File: src/rtl/sysctrl_pkg.sv
// Shared constants for the system control slice: register offsets,
// SYSCTRL bit positions and lock FSM encoding.
package sysctrl_pkg;

  localparam int OFF_RAMBANK  = 0;
  localparam int OFF_SYSCTRL  = 1;
  localparam int OFF_LOCKSTAT = 2;
  localparam int OFF_SCRATCH0 = 3;

  localparam int B_CPURESET = 0;
  localparam int B_CPUSTOP  = 1;
  localparam int B_BOOT     = 2;
  localparam int B_ABRT02   = 6;
  localparam int B_KEY      = 7;

  localparam logic [0:0] LOCKED   = 1'b0;
  localparam logic [0:0] UNLOCKED = 1'b1;

endpackage

File: src/rtl/SB_WARMBOOT.sv
// Simulation stand-in for the iCE40 warm-boot primitive; leave this file out
// of the synthesis file list so the vendor cell is used instead.
module SB_WARMBOOT (
  input logic BOOT,
  input logic S1,
  input logic S0
);

  logic unused_pins;
  assign unused_pins = BOOT ^ S1 ^ S0;

endmodule

File: src/rtl/pulse_stretch.sv
// Load/down-counter that holds its output high while counting; in sticky mode
// the output rises when the count expires and stays high until reset.
module pulse_stretch #(
  parameter int LENGTH = 16,
  parameter bit STICKY = 1'b0
) (
  input  logic clk,
  input  logic reset,
  input  logic load_i,
  output logic busy_o,
  output logic out_o
);

  localparam int CNT_W = $clog2(LENGTH + 1);

  logic [CNT_W-1:0] cnt_q, cnt_d;
  logic             out_q, out_d;
  logic             load_ok;

  always_comb begin
    // Sticky instances accept one load only: none while counting or after firing.
    load_ok = load_i & (!STICKY || ((cnt_q == '0) && !out_q));
    if (load_ok)
      cnt_d = CNT_W'(LENGTH);
    else if (cnt_q != '0)
      cnt_d = cnt_q - 1'b1;
    else
      cnt_d = cnt_q;
    if (STICKY)
      out_d = out_q | (cnt_q == CNT_W'(1));
    else
      out_d = (cnt_d != '0);
  end

  // NOTE: sequential state uses non-blocking assignments so every flop samples
  // pre-edge values regardless of block evaluation order.
  always_ff @(posedge clk) begin
    if (reset) begin
      cnt_q <= '0;
      out_q <= 1'b0;
    end else begin
      cnt_q <= cnt_d;
      out_q <= out_d;
    end
  end

  assign busy_o = (cnt_q != '0);
  assign out_o  = out_q;

endmodule

File: src/rtl/sysctrl_unit.sv
// System control register slice on the slave bus: RAM bank mask, key-protected
// SYSCTRL with unlock timeout, stretched CPU reset/stop, delayed warm boot.
module sysctrl_unit
  import sysctrl_pkg::*;
#(
  parameter int         ADDR_W      = 5,
  parameter int         RAMBANK_W   = 8,
  parameter logic [7:0] RAMBANK_RST = 8'h7F,
  parameter logic [7:0] UNLOCK_KEY  = 8'h80,
  parameter int         UNLOCK_TMO  = 64,
  parameter int         RST_PULSE   = 16,
  parameter int         BOOT_DELAY  = 4,
  parameter int         N_SCRATCH   = 2
) (
  input  logic                 clk,
  input  logic                 reset,
  input  logic [ADDR_W-1:0]    slv_addr_i,
  input  logic [7:0]           slv_datawr_i,
  input  logic                 slv_datawr_valid,
  output logic [7:0]           slv_datard_o,
  input  logic                 slv_req_i,
  input  logic                 slv_rwn_i,
  output logic [RAMBANK_W-1:0] rambank_mask_o,
  output logic                 abrt02_en_o,
  output logic                 cpu_reset_req_o,
  output logic                 cpu_stop_req_o,
  output logic                 fpga_boot_o
);

  localparam int TMO_W     = $clog2(UNLOCK_TMO);
  localparam int SCR_DEPTH = (N_SCRATCH > 0) ? N_SCRATCH : 1;

  logic [RAMBANK_W-1:0] rambank_q, rambank_d;
  logic [0:0]           state_q, state_d;
  logic [TMO_W-1:0]     tmo_cnt_q, tmo_cnt_d;
  logic                 abrt_q, abrt_d;
  logic                 stop_q, stop_d;
  logic                 tmo_flag_q, tmo_flag_d;
  logic                 viol_q, viol_d;
  logic [7:0]           scratch_q [SCR_DEPTH];

  logic wr, wr_sys, wr_lock, is_key, cmd, tmo_set, viol_set;
  logic boot_busy, rst_busy_unused;
  logic unlocked;

  assign wr       = slv_req_i & ~slv_rwn_i & slv_datawr_valid;
  assign wr_sys   = wr && (slv_addr_i == ADDR_W'(OFF_SYSCTRL));
  assign wr_lock  = wr && (slv_addr_i == ADDR_W'(OFF_LOCKSTAT));
  assign is_key   = (slv_datawr_i == UNLOCK_KEY);
  assign unlocked = (state_q == UNLOCKED);

  // NOTE: every combinational output gets a default first, so no path through
  // the block can leave a value unassigned and infer a latch.
  always_comb begin
    state_d   = state_q;
    tmo_cnt_d = tmo_cnt_q;
    abrt_d    = abrt_q;
    stop_d    = 1'b0;
    cmd       = 1'b0;
    tmo_set   = 1'b0;
    viol_set  = 1'b0;
    rambank_d = rambank_q;

    if (state_q == LOCKED) begin
      if (wr_sys && is_key) begin
        state_d   = UNLOCKED;
        tmo_cnt_d = TMO_W'(UNLOCK_TMO - 1);
      end else if (wr_sys && !slv_datawr_i[B_KEY]) begin
        viol_set = 1'b1;
      end
    end else begin
      // A command beats a simultaneous expiry; other key-bit writes fall through.
      if (wr_sys && is_key) begin
        tmo_cnt_d = TMO_W'(UNLOCK_TMO - 1);
      end else if (wr_sys && !slv_datawr_i[B_KEY]) begin
        cmd       = 1'b1;
        state_d   = LOCKED;
        tmo_cnt_d = '0;
      end else if (tmo_cnt_q == '0) begin
        state_d = LOCKED;
        tmo_set = 1'b1;
      end else begin
        tmo_cnt_d = tmo_cnt_q - 1'b1;
      end
    end

    if (cmd) begin
      abrt_d = slv_datawr_i[B_ABRT02];
      stop_d = slv_datawr_i[B_CPUSTOP];
    end

    tmo_flag_d = tmo_set  | (tmo_flag_q & ~(wr_lock & slv_datawr_i[1]));
    viol_d     = viol_set | (viol_q     & ~(wr_lock & slv_datawr_i[2]));

    if (wr && (slv_addr_i == ADDR_W'(OFF_RAMBANK)))
      rambank_d = slv_datawr_i[RAMBANK_W-1:0];
  end

  always_ff @(posedge clk) begin
    if (reset) begin
      rambank_q  <= RAMBANK_RST[RAMBANK_W-1:0];
      state_q    <= LOCKED;
      tmo_cnt_q  <= '0;
      abrt_q     <= 1'b0;
      stop_q     <= 1'b0;
      tmo_flag_q <= 1'b0;
      viol_q     <= 1'b0;
    end else begin
      rambank_q  <= rambank_d;
      state_q    <= state_d;
      tmo_cnt_q  <= tmo_cnt_d;
      abrt_q     <= abrt_d;
      stop_q     <= stop_d;
      tmo_flag_q <= tmo_flag_d;
      viol_q     <= viol_d;
    end
  end

  // NOTE: the scratch array is a handful of software-visible flops, not a RAM,
  // so it is reset like any other register.
  always_ff @(posedge clk) begin
    if (reset) begin
      for (int i = 0; i < SCR_DEPTH; i++) scratch_q[i] <= 8'h00;
    end else begin
      for (int i = 0; i < N_SCRATCH; i++)
        if (wr && (slv_addr_i == ADDR_W'(OFF_SCRATCH0 + i)))
          scratch_q[i] <= slv_datawr_i;
    end
  end

  pulse_stretch #(.LENGTH(RST_PULSE), .STICKY(1'b0)) u_rst_pulse (
    .clk    (clk),
    .reset  (reset),
    .load_i (cmd & slv_datawr_i[B_CPURESET]),
    .busy_o (rst_busy_unused),
    .out_o  (cpu_reset_req_o)
  );

  pulse_stretch #(.LENGTH(BOOT_DELAY), .STICKY(1'b1)) u_boot_delay (
    .clk    (clk),
    .reset  (reset),
    .load_i (cmd & slv_datawr_i[B_BOOT]),
    .busy_o (boot_busy),
    .out_o  (fpga_boot_o)
  );

  SB_WARMBOOT u_warmboot (
    .BOOT (fpga_boot_o),
    .S1   (1'b0),
    .S0   (1'b0)
  );

  always_comb begin
    slv_datard_o = 8'h00;
    if (slv_req_i) begin
      if (slv_addr_i == ADDR_W'(OFF_RAMBANK))
        slv_datard_o = 8'(rambank_q);
      else if (slv_addr_i == ADDR_W'(OFF_SYSCTRL))
        slv_datard_o = {unlocked, abrt_q, 3'b000, boot_busy, 1'b0, cpu_reset_req_o};
      else if (slv_addr_i == ADDR_W'(OFF_LOCKSTAT))
        slv_datard_o = {5'b00000, viol_q, tmo_flag_q, unlocked};
      for (int i = 0; i < N_SCRATCH; i++)
        if (slv_addr_i == ADDR_W'(OFF_SCRATCH0 + i))
          slv_datard_o = scratch_q[i];
    end
  end

  assign rambank_mask_o = rambank_q;
  assign abrt02_en_o    = abrt_q;
  assign cpu_stop_req_o = stop_q;

endmodule

File: config.mk
export PLATFORM = sky130hd
export DESIGN_NAME = sysctrl_unit
export DESIGN_NICKNAME = d
export VERILOG_FILES = /design/src/rtl/sysctrl_pkg.sv /design/src/rtl/SB_WARMBOOT.sv /design/src/rtl/pulse_stretch.sv /design/src/rtl/sysctrl_unit.sv
export SDC_FILE = /design/constraint.sdc
export NUM_CORES = 1
export LEC_CHECK = 0
export BUFFER_PORTS_ARGS = -buffer_cell sky130_fd_sc_hd__buf_2
export CORE_ASPECT_RATIO = 0.6
export CORE_MARGIN = 2
export CORE_UTILIZATION = 55
export DETAILED_ROUTE_END_ITERATION = 12
export MAX_ROUTING_LAYER = met4
export PLACE_DENSITY = 0.8
export SYNTH_ARGS = -nofsm -noshare
export SYNTH_HDL_FRONTEND = slang
export SYNTH_HIERARCHICAL = 1
export SYNTH_SLANG_ARGS = --single-unit
File: constraint.sdc
create_clock -name clk -period 4.9 [get_ports clk]
set_clock_uncertainty 0.05 [all_clocks]
set_input_delay 0.49 -clock clk [delete_from_list [all_inputs] [get_ports clk]]
set_output_delay 0.49 -clock clk [all_outputs]
set_load 0.02 [all_outputs]
==> results.toml, run 1 <==
[status]
outcome = "finished clean"

[logic_synthesis]
synth_top_area_cell = "dfxtp_1"
syn-instance-count = 239
yosysSeqAreaShare_pct = 44.4
ys_ff_latch = 45
syn_nets = 263
synth_top_area_share_pct = 24.3
async_reset_ff_share_pct = 0
syn_area_um2 = 2390
synthFlopType = "dfxtp_1"
synth-edff-count = 16
synth_warnings = 6
ys_top_cells_by_area = "dfxtp_1, edfxtp_1, nor2_1"
synth_area_per_cell_um2 = 10.0
synth_cell_types = 54

[layout]
num_antenna_cells = 0
area_growth_pct = 12.0
final_area_um2 = 2680
final_nets = 297
drive_gt1_share_pct = 23.0
fin_util_pct = 64.6

[floorplan]
core_area_um2 = 4140
placementRows = 18
die_y_um = 55.1
die-area_um2 = 4910
die_w_um = 89.1
start_util_pct = 57.7
ios = 38

[global_routing]
grt_max_degree = 35
antenna_found_initial = 0
grtUsageTotal_pct = 22.7
grt_pass1_wl_um = 7960
grt_pass1_vias = 1587
overflow = 0

[place]
gp_congestion = 0.844
place_area_um2 = 2590
dpl_worst_slack_ns = 2.40
io_buffers = 37
hpwlAfterDp_um = 3800

[clock_network]
ctsHoldBuffers = 0
cts_tree = "yes"
cts.sinks = 45
cts_resized = 0
cts_setup_buffers = 0
clk_path_buf_depth = 2
clk_latency_ns = 0.29
htreeDepth = 2
root_buffer = "clkbuf_8"
cts_made_buffers = 5
cts.reportedPaths.clkPinSlew_ns = 0.08

[pwr]
swShare_pct = 30.1
p_per_area_nw_per_um2 = 345
ir_worst_vdd_v = 0.000157
clockPowerShare_pct = 23.5
cellLeakagePower_uw = 0.00105
netSwitchingPower_uw = 278
power_frac_seq_pct = 49.7
cell_internal_pwr_uw = 647
p_comb_share_pct = 26.8

[setup_path]
arrival_ns = 1.90
worstSetupStartpointType = "register"
critical_path_class = "reg2out"
cp.required_ns = 4.36
cp-end-kind = "output pin"
cp_max_fo = 5

[timing]
rsz0062_at_grt = "no"
fin_ws_ns = 2.46
whs_ns = 0.434
fin_crit_sh_pct = 49.8
worst_slew_pin_slew_ns = 0.737
fin_setup_tns_ns = 0
final-setup-viol-count = 0
maxSlewHeadroom_pct = 50.5
hold_violations = 0
max_freq_mhz = 409
drv_slew = 0
min_period_ns = 2.44

[run]
cap_violations = 0

[route]
ant_nets = 0
wl_um = 5030
drt_iter0_drc = 134
vias = 1899
avgRoutedWirePerCell_um = 15.0
vias_per_cell = 5.69
firstDrtPassIters = 4
drc_errors = 0

[min_path]
hp-class = "reg2reg"
## metrics by stage
step / power, uW / cells
detailed placement: 714 / 326
CTS: 929 / 334
floorplan: 672 / 239
finish: 925 / 334
global route: 985 / 334
global placement: 710 / 326
## logic make-up (layout without fill, tap and decap cells)
group | count (synthesis) | count (layout) | share of synthesized area (%)
AO/OA/AOI/OAI | 53 | 53 | 15.7
buffers and inverters | 23 | 58 | 4.71
adder cells (fa/ha/maj) | 6 | 6 | 3.14
AND/OR/NAND/NOR | 97 | 97 | 24.9
XOR/XNOR | 7 | 7 | 2.57
flip-flops | 45 | 45 | 44.4
multiplexers | 8 | 8 | 4.66
## worst paths after layout
check	from	endpoint	slack, ns	depth (start not counted)
hold reg to reg	tmo_cnt_q[4]	tmo_cnt_q[4]	0.43	2
setup / recovery	u_boot_delay/cnt_q[0]	slv_datard_o[2]	2.46	7
hold / removal	tmo_cnt_q[4]	tmo_cnt_q[4]	0.43	2
setup reg to reg	u_rst_pulse/cnt_q[0]	u_rst_pulse/out_o	3.05	5
## cells in the final DEF (no fill, tap or decap), drive strengths merged, types with 2 or more instances in the layout
cell type  Yosys  layout
a211o          2       2
a211oi         4       4
a21o           2       2
a21oi         15      15
a22oi          9       9
and2           8       8
and3           4       4
and3b          3       3
buf            6      38
clkbuf         5       5
clkinv         0       2
dfxtp         29      29
edfxtp        16      16
ha             6       6
inv           12      12
mux2           2       2
mux2i          4       4
mux4           2       2
nand2          5       5
nand2b         2       2
nand3b         3       3
nand4bb        2       2
nor2          29      29
nor2b         12      12
nor3          11      11
nor3b          2       2
nor4           7       7
nor4b          2       2
o21a           2       2
o21ai          5       5
o21bai         5       5
o2bb2ai        4       4
or3            2       2
xnor2          7       7
## worst max-delay path, stage by stage, from the launching register on
cell	delay [ns]
dfxtp_1	0.35
inv_1	0.09
ha_1	0.24
nand2b_1	0.12
mux4_2	0.46
a22oi_1	0.15
nor2b_1	0.06
buf_2	0.15
## layout make-up
type	count	area, um2
Sequential cell	45	1060
Multi-Input combinational cell	171	1220
Clock inverter	3	17.5
Clock buffer	5	68.8
Timing Repair Buffer	38	193
Tap cell	60	75.1
Inverter	12	45.0
Fill cell	349	1470
## power by group through the flow
| stage | clock, uW | combinational [uW] | sequential [uW] |
|---|---|---|---|
| after CTS | 222 | 247 | 460 |
| final | 217 | 248 | 460 |
| after detailed placement | 0 | 245 | 469 |
| after global placement | 0 | 242 | 469 |
| after global routing | 240 | 278 | 467 |
| after floorplan | 0 | 204 | 468 |
## layer usage
| layer | global-route usage [%] | vias up | share of wire, % |
|---|---|---|---|
| met5 | - | - | 0 |
| met1 | 35.7 | 873 | 51 |
| met3 | 4.90 | 5 | 10 |
| li1 | - | 937 | - |
| met4 | 4.23 | 0 | 0.50 |
| met2 | 29.3 | 84 | 39 |
## cell usage after synthesis (6+ instances only)
cell type   n
a21oi_1    15
a22oi_1     9
and2_1      8
dfxtp_1    29
edfxtp_1   16
ha_1        6
inv_1      12
nor2_1     27
nor2b_1    12
nor3_1     10
xnor2_1     7
## state kept, by name (all words and copies together), names as in the netlist, 3 cells and up
register and cells:
rambank_mask_o 8, scratch_q 16, tmo_cnt_q 6, u_boot_delay/cnt_q 3, u_rst_pulse/cnt_q 5
(Power assumes the default switching activity.)
==> inputs of run 2 (changes only) <==
CORE_UTILIZATION = 51   (was 55)
PLACE_DENSITY = 0.78   (was 0.8)
clock period = 2.1 ns   (was 4.9 ns; I/O delays follow)
==> run 2 against run 1 <==
  * Global-route usage grew 2.1 points
  * Die area is 7.4% higher
  * Non-clock buffer count increased by 11
  * Wire length up 19%
  * Setup slack worse by 2.4 ns
  * Largest power group unchanged
  * Cell count grew 4.2%
  * Critical endpoint unchanged
  * Clock-buffer cell count rose by 2
==> results.toml, run 2 (same netlist as run 1, synthesis figures left out) <==
[status]
outcome = "finished clean"

[layout]
drive_gt1_share_pct = 27.7
final_cell_mix = "buf_2, dfxtp_1, nor2_1"
fill_cells = 382
fin_cells = 348
num_antenna_cells = 0
final_common_cell = "buf_2"
largest_reg_flops = 16
final_nets = 308
largest-register = "scratch_q"
area_growth_pct = 17.5

[route]
ant_nets = 0
top_layer = "met4"
drc_errors = 0
met3WireLength_um = 578
vias_per_cell = 5.91
firstDrtPassIters = 6
vias = 2056
wl_met1_um = 2910
avgRoutedWirePerCell_um = 17.1
wl_um = 5960
wl_met2_um = 2420
drt_iter0_drc = 150

[timing]
hold_violations = 0
final-setup-viol-count = 0
min_period_ns = 2.01
rsz0062_at_grt = "no"
fin_setup_tns_ns = 0
worst_slew_pin_slew_ns = 0.446
fin_crit_sh_pct = 95.7
maxSlewHeadroom_pct = 70.0
whs_ns = 0.148
max_freq_mhz = 498
fin_ws_ns = 0.0907
drv_slew = 0

[setup_path]
reg2reg_setup_slack_ns = 0.21
cp_max_fo = 3
cp.required_ns = 1.84
r2r-start = "u_rst_pulse/cnt_q[0]"
worstSetupStartpointType = "register"
crit_end = "slv_datard_o[2]"
critical_path_class = "reg2out"
r2r_cells = 5
arrival_ns = 1.75
cp-startpoint = "u_boot_delay/cnt_q[0]"
cp-end-kind = "output pin"
reg2reg_to = "u_rst_pulse/out_o"

[place]
dpl_worst_slack_ns = 0.233
hpwlAfterDp_um = 4310
gp_congestion = 0.886
io_buffers = 37
dpl.cell_count = 337

[clock_network]
cts_made_buffers = 5
cts_tree = "yes"
root_buffer = "clkbuf_8"
cts.reportedPaths.clkPinSlew_ns = 0.09
clk_path_buf_depth = 2
clk_latency_ns = 0.31
htreeDepth = 2
cts.sinks = 45
ctsHoldBuffers = 0

[global_routing]
grt_max_degree = 21
grtUsageTotal_pct = 24.7
grt_pass1_vias = 1845
antenna_found_initial = 0
grt_pass1_wl_um = 9600
overflow = 0

[pwr]
power_frac_seq_pct = 45.8
clockPowerShare_pct = 26.0
p_comb_share_pct = 28.3
p_per_area_nw_per_um2 = 842
fin_total_pwr_uw = 2360
ir_worst_vdd_v = 0.000370
cellLeakagePower_uw = 0.00112
cell_internal_pwr_uw = 1640
netSwitchingPower_uw = 720
swShare_pct = 30.5

[run]
cap_violations = 0

[min_path]
hp-class = "in2reg"

[floorplan]
ios = 38
die_w_um = 92.4
placementRows = 19
start_util_pct = 52.6
core_area_um2 = 4540
die-area_um2 = 5270
die_y_um = 57.0
## run 2: cell count changes in the layout (fill, tap and decap cells not counted), sizes merged
cell / change
clkbuf: +2
clkinvlp: -1
clkinv: -1
buf: +11
## run 2: metrics by stage
stage | util (%) | cell area, um2
final | 61.8 | 2810
after global routing | 61.8 | 2810
after CTS | 61.3 | 2790
after detailed placement | 58.4 | 2650
after global placement | 58.4 | 2650
after floorplan | - | 2390
## run 2: cell type report
class,instances,area (um2),area share (%)
multi-input cells,171,1240,44.2
flip-flops and latches,45,1060,37.8
repair buffers,49,278,9.89
clock buffers,7,97.6,3.48
well taps,63,78.8,2.81
inverters,12,45.0,1.60
clock inverters,1,5.00,0.178
## run 2: routing by layer
layer	GRT usage [%]	up-vias
met5	-	-
met4	6.18	0
met3	5.15	8
met2	33.1	102
met1	37.8	988
li1	-	958
## run 2: how the worst min path moves through the flow
stage                  startpoint            endpoint  slack [ns]  depth (start not counted)
3_3_place_gp   u_boot_delay/out_o  u_boot_delay/out_o        0.43                          2
3_5_place_dp         tmo_cnt_q[4]        tmo_cnt_q[4]        0.44                          2
5_1_grt           slv_datawr_i[5]   rambank_mask_o[5]        0.17                          3
4_1_cts           slv_datawr_i[4]   rambank_mask_o[4]        0.15                          3
6_report          slv_datawr_i[4]   rambank_mask_o[4]        0.15                          3
2_1_floorplan               reset   u_rst_pulse/out_o        0.23                          1
## run 2: timing repair
action                     CTS  global route
gates resized for setup      5             3
setup buffers                2             1
setup endpoints to repair    1             1
pin swaps                    1             1
## run 2: power by group through the flow
stage / combinational (uW) / sequential (uW) / clock, uW
finish: 668 / 1080 / 614
global placement: 564 / 1090 / 0
detailed placement: 576 / 1100 / 0
global route: 738 / 1100 / 651
CTS: 632 / 1080 / 610
floorplan: 475 / 1090 / 0
## run 2: critical path: stages (launching register included)
cell	delay [ns]
dfxtp_2	0.34
inv_2	0.07
ha_4	0.14
nand2b_4	0.06
mux4_2	0.46
a22oi_2	0.15
nor2b_1	0.06
buf_4	0.15
==> inputs of run 3 (changes only) <==
--- a/config.mk
+++ b/config.mk
@@ -10,6 +10,6 @@
 export CORE_MARGIN = 2
-export CORE_UTILIZATION = 51
+export CORE_UTILIZATION = 45
 export DETAILED_ROUTE_END_ITERATION = 12
 export MAX_ROUTING_LAYER = met4
-export PLACE_DENSITY = 0.78
+export PLACE_DENSITY = 0.7
 export SYNTH_ARGS = -nofsm -noshare
==> constraint.sdc (replaced) <==
create_clock -name clk -period 2.1 [get_ports clk]
set_clock_uncertainty 0.05 [all_clocks]
set_input_delay 0.105 -clock clk [delete_from_list [all_inputs] [get_ports clk]]
set_output_delay 0.105 -clock clk [all_outputs]
set_load 0.02 [all_outputs]
==> run 3 against run 2 <==
  * Sequential share of layout area rose by 0.92 points
  * Critical path depth did not move
  * Utilization fell by 7.9 points
  * Combinational power fell by 9.7%
  * Non-clock buffer count fell by 6
  * Power fell by 6.0%
  * Largest cell class unchanged
  * Sequential power barely moved
  * Highest routed layer unchanged
==> results.toml, run 3 (same netlist as run 1, synthesis figures left out) <==
[setup_path]
cp-startpoint = "u_boot_delay/cnt_q[1]"
arrival_ns = 1.81
worstSetupStartpointType = "register"
worstPathCellList = "inv_1, ha_4, nand2b_1, mux4_2, a22oi_1, nor2b_1, buf_2"
cp.required_ns = 1.95
critical_path_class = "reg2out"
r2r-start = "u_rst_pulse/cnt_q[0]"
cp-end-kind = "output pin"
max_stage_delay_ns = 0.45
cp_max_fo = 5
r2r_cells = 5
slowest_stage = "mux4_2"

[global_routing]
grt_max_degree = 29
overflow = 0
antenna_found_initial = 0
grt_pass1_wl_um = 8670
grt_pass1_vias = 1659
grtUsageTotal_pct = 19.8

[clock_network]
cts.reportedPaths.clkPinSlew_ns = 0.08
clk_latency_ns = 0.29
htreeDepth = 2
cts.sinks = 45
cts_tree = "yes"
root_buffer = "clkbuf_8"
clk_path_buf_depth = 2
cts_made_buffers = 5
cts_setup_buffers = 0

[timing]
final-setup-viol-count = 0
hold_violations = 0
fin_crit_sh_pct = 93.5
drv_slew = 0
worst_slew_pin_slew_ns = 0.671
fin_setup_tns_ns = 0
min_period_ns = 1.96
rsz0062_at_grt = "no"
max_freq_mhz = 509
maxSlewHeadroom_pct = 54.9

[layout]
final_cell_mix = "buf_2, dfxtp_1, nor2_1"
area_growth_pct = 14.6
final_nets = 302
largest-register = "scratch_q"
fin_util_pct = 53.9
drive_gt1_share_pct = 24.4
final_common_cell = "buf_2"
largest_reg_flops = 16
num_antenna_cells = 0
fill_cells = 443

[place]
gp_congestion = 0.851
io_buffers = 37
hpwlAfterDp_um = 4160

[pwr]
ir_worst_vdd_v = 0.000362
cellLeakagePower_uw = 0.00108
p_per_area_nw_per_um2 = 812

[floorplan]
placementRows = 20
core_area_um2 = 5080
die-area_um2 = 5930
ios = 38
die_w_um = 98.1
die_y_um = 60.5
start_util_pct = 47.0

[route]
firstDrtPassIters = 6
drc_errors = 0
ant_nets = 0
avgRoutedWirePerCell_um = 16.0
wl_um = 5520
top_layer = "met4"
vias = 1949
wl_met2_um = 2140
met3WireLength_um = 522
drt_iter0_drc = 121
wl_met1_um = 2840
vias_per_cell = 5.65

[min_path]
hp-class = "in2reg"
worstHoldStart = "slv_datawr_i[3]"
whs_path_depth = 3

[status]
outcome = "finished clean"

[run]
cap_violations = 0
run 3: layout make-up:
| class | count | area, um2 | share of cell area [%] |
|---|---|---|---|
| Multi-Input combinational cell | 171 | 1230 | 44.9 |
| Tap cell | 66 | 82.6 | 3.02 |
| Sequential cell | 45 | 1060 | 38.8 |
| Inverter | 12 | 45.0 | 1.65 |
| Clock buffer | 8 | 90.1 | 3.29 |
| Timing Repair Buffer | 43 | 230 | 8.41 |
run 3: routing by layer:
layer | vias to the layer above | global-route usage [%]
li1 | 949 | -
met1 | 910 | 31.4
met2 | 88 | 24.5
met3 | 2 | 4.84
met4 | 0 | 3.57
met5 | - | -
run 3: stage by stage:
step	power, uW	hold WS [ns]	instance area (um2)	std cells	setup slack [ns]
after floorplan	1570	0.121	2390	239	0.397
after global placement	1660	0.341	2640	337	0.241
after detailed placement	1670	0.346	2640	337	0.219
after CTS	2200	0.0427	2730	345	0.0431
after global routing	2360	0.0416	2740	345	0.0289
final	2220	0.0449	2740	345	0.137
run 3: power breakdown:
| part | internal, uW | switching [uW] |
|---|---|---|
| combinational | 304 | 300 |
| clock | 269 | 273 |
| sequential | 993 | 85.5 |
| total | 1570 | 658 |
run 3: path summary, 6_finish.rpt:
check / slack [ns] / end
worst min register to register: 0.44 / tmo_flag_q
worst max register to register: 0.25 / u_rst_pulse/out_o
worst min-delay path: 0.04 / rambank_mask_o[3]
worst max-delay path: 0.14 / slv_datard_o[2]
run 3: critical path, delay by kind of cell (launching register included):
kind	cells	cell delay, ns
flip-flops	1	0.32
buffers and inverters	2	0.27
AND/OR/NAND/NOR	2	0.15
adder cells (fa/ha/maj)	1	0.17
multiplexers	1	0.45
AO/OA/AOI/OAI	1	0.15
run 3: repair_timing:
action / 4_1_cts / 5_1_grt
hold buffers: 0 / 0
gates resized for setup: 0 / 3
setup endpoints to repair: 0 / 1
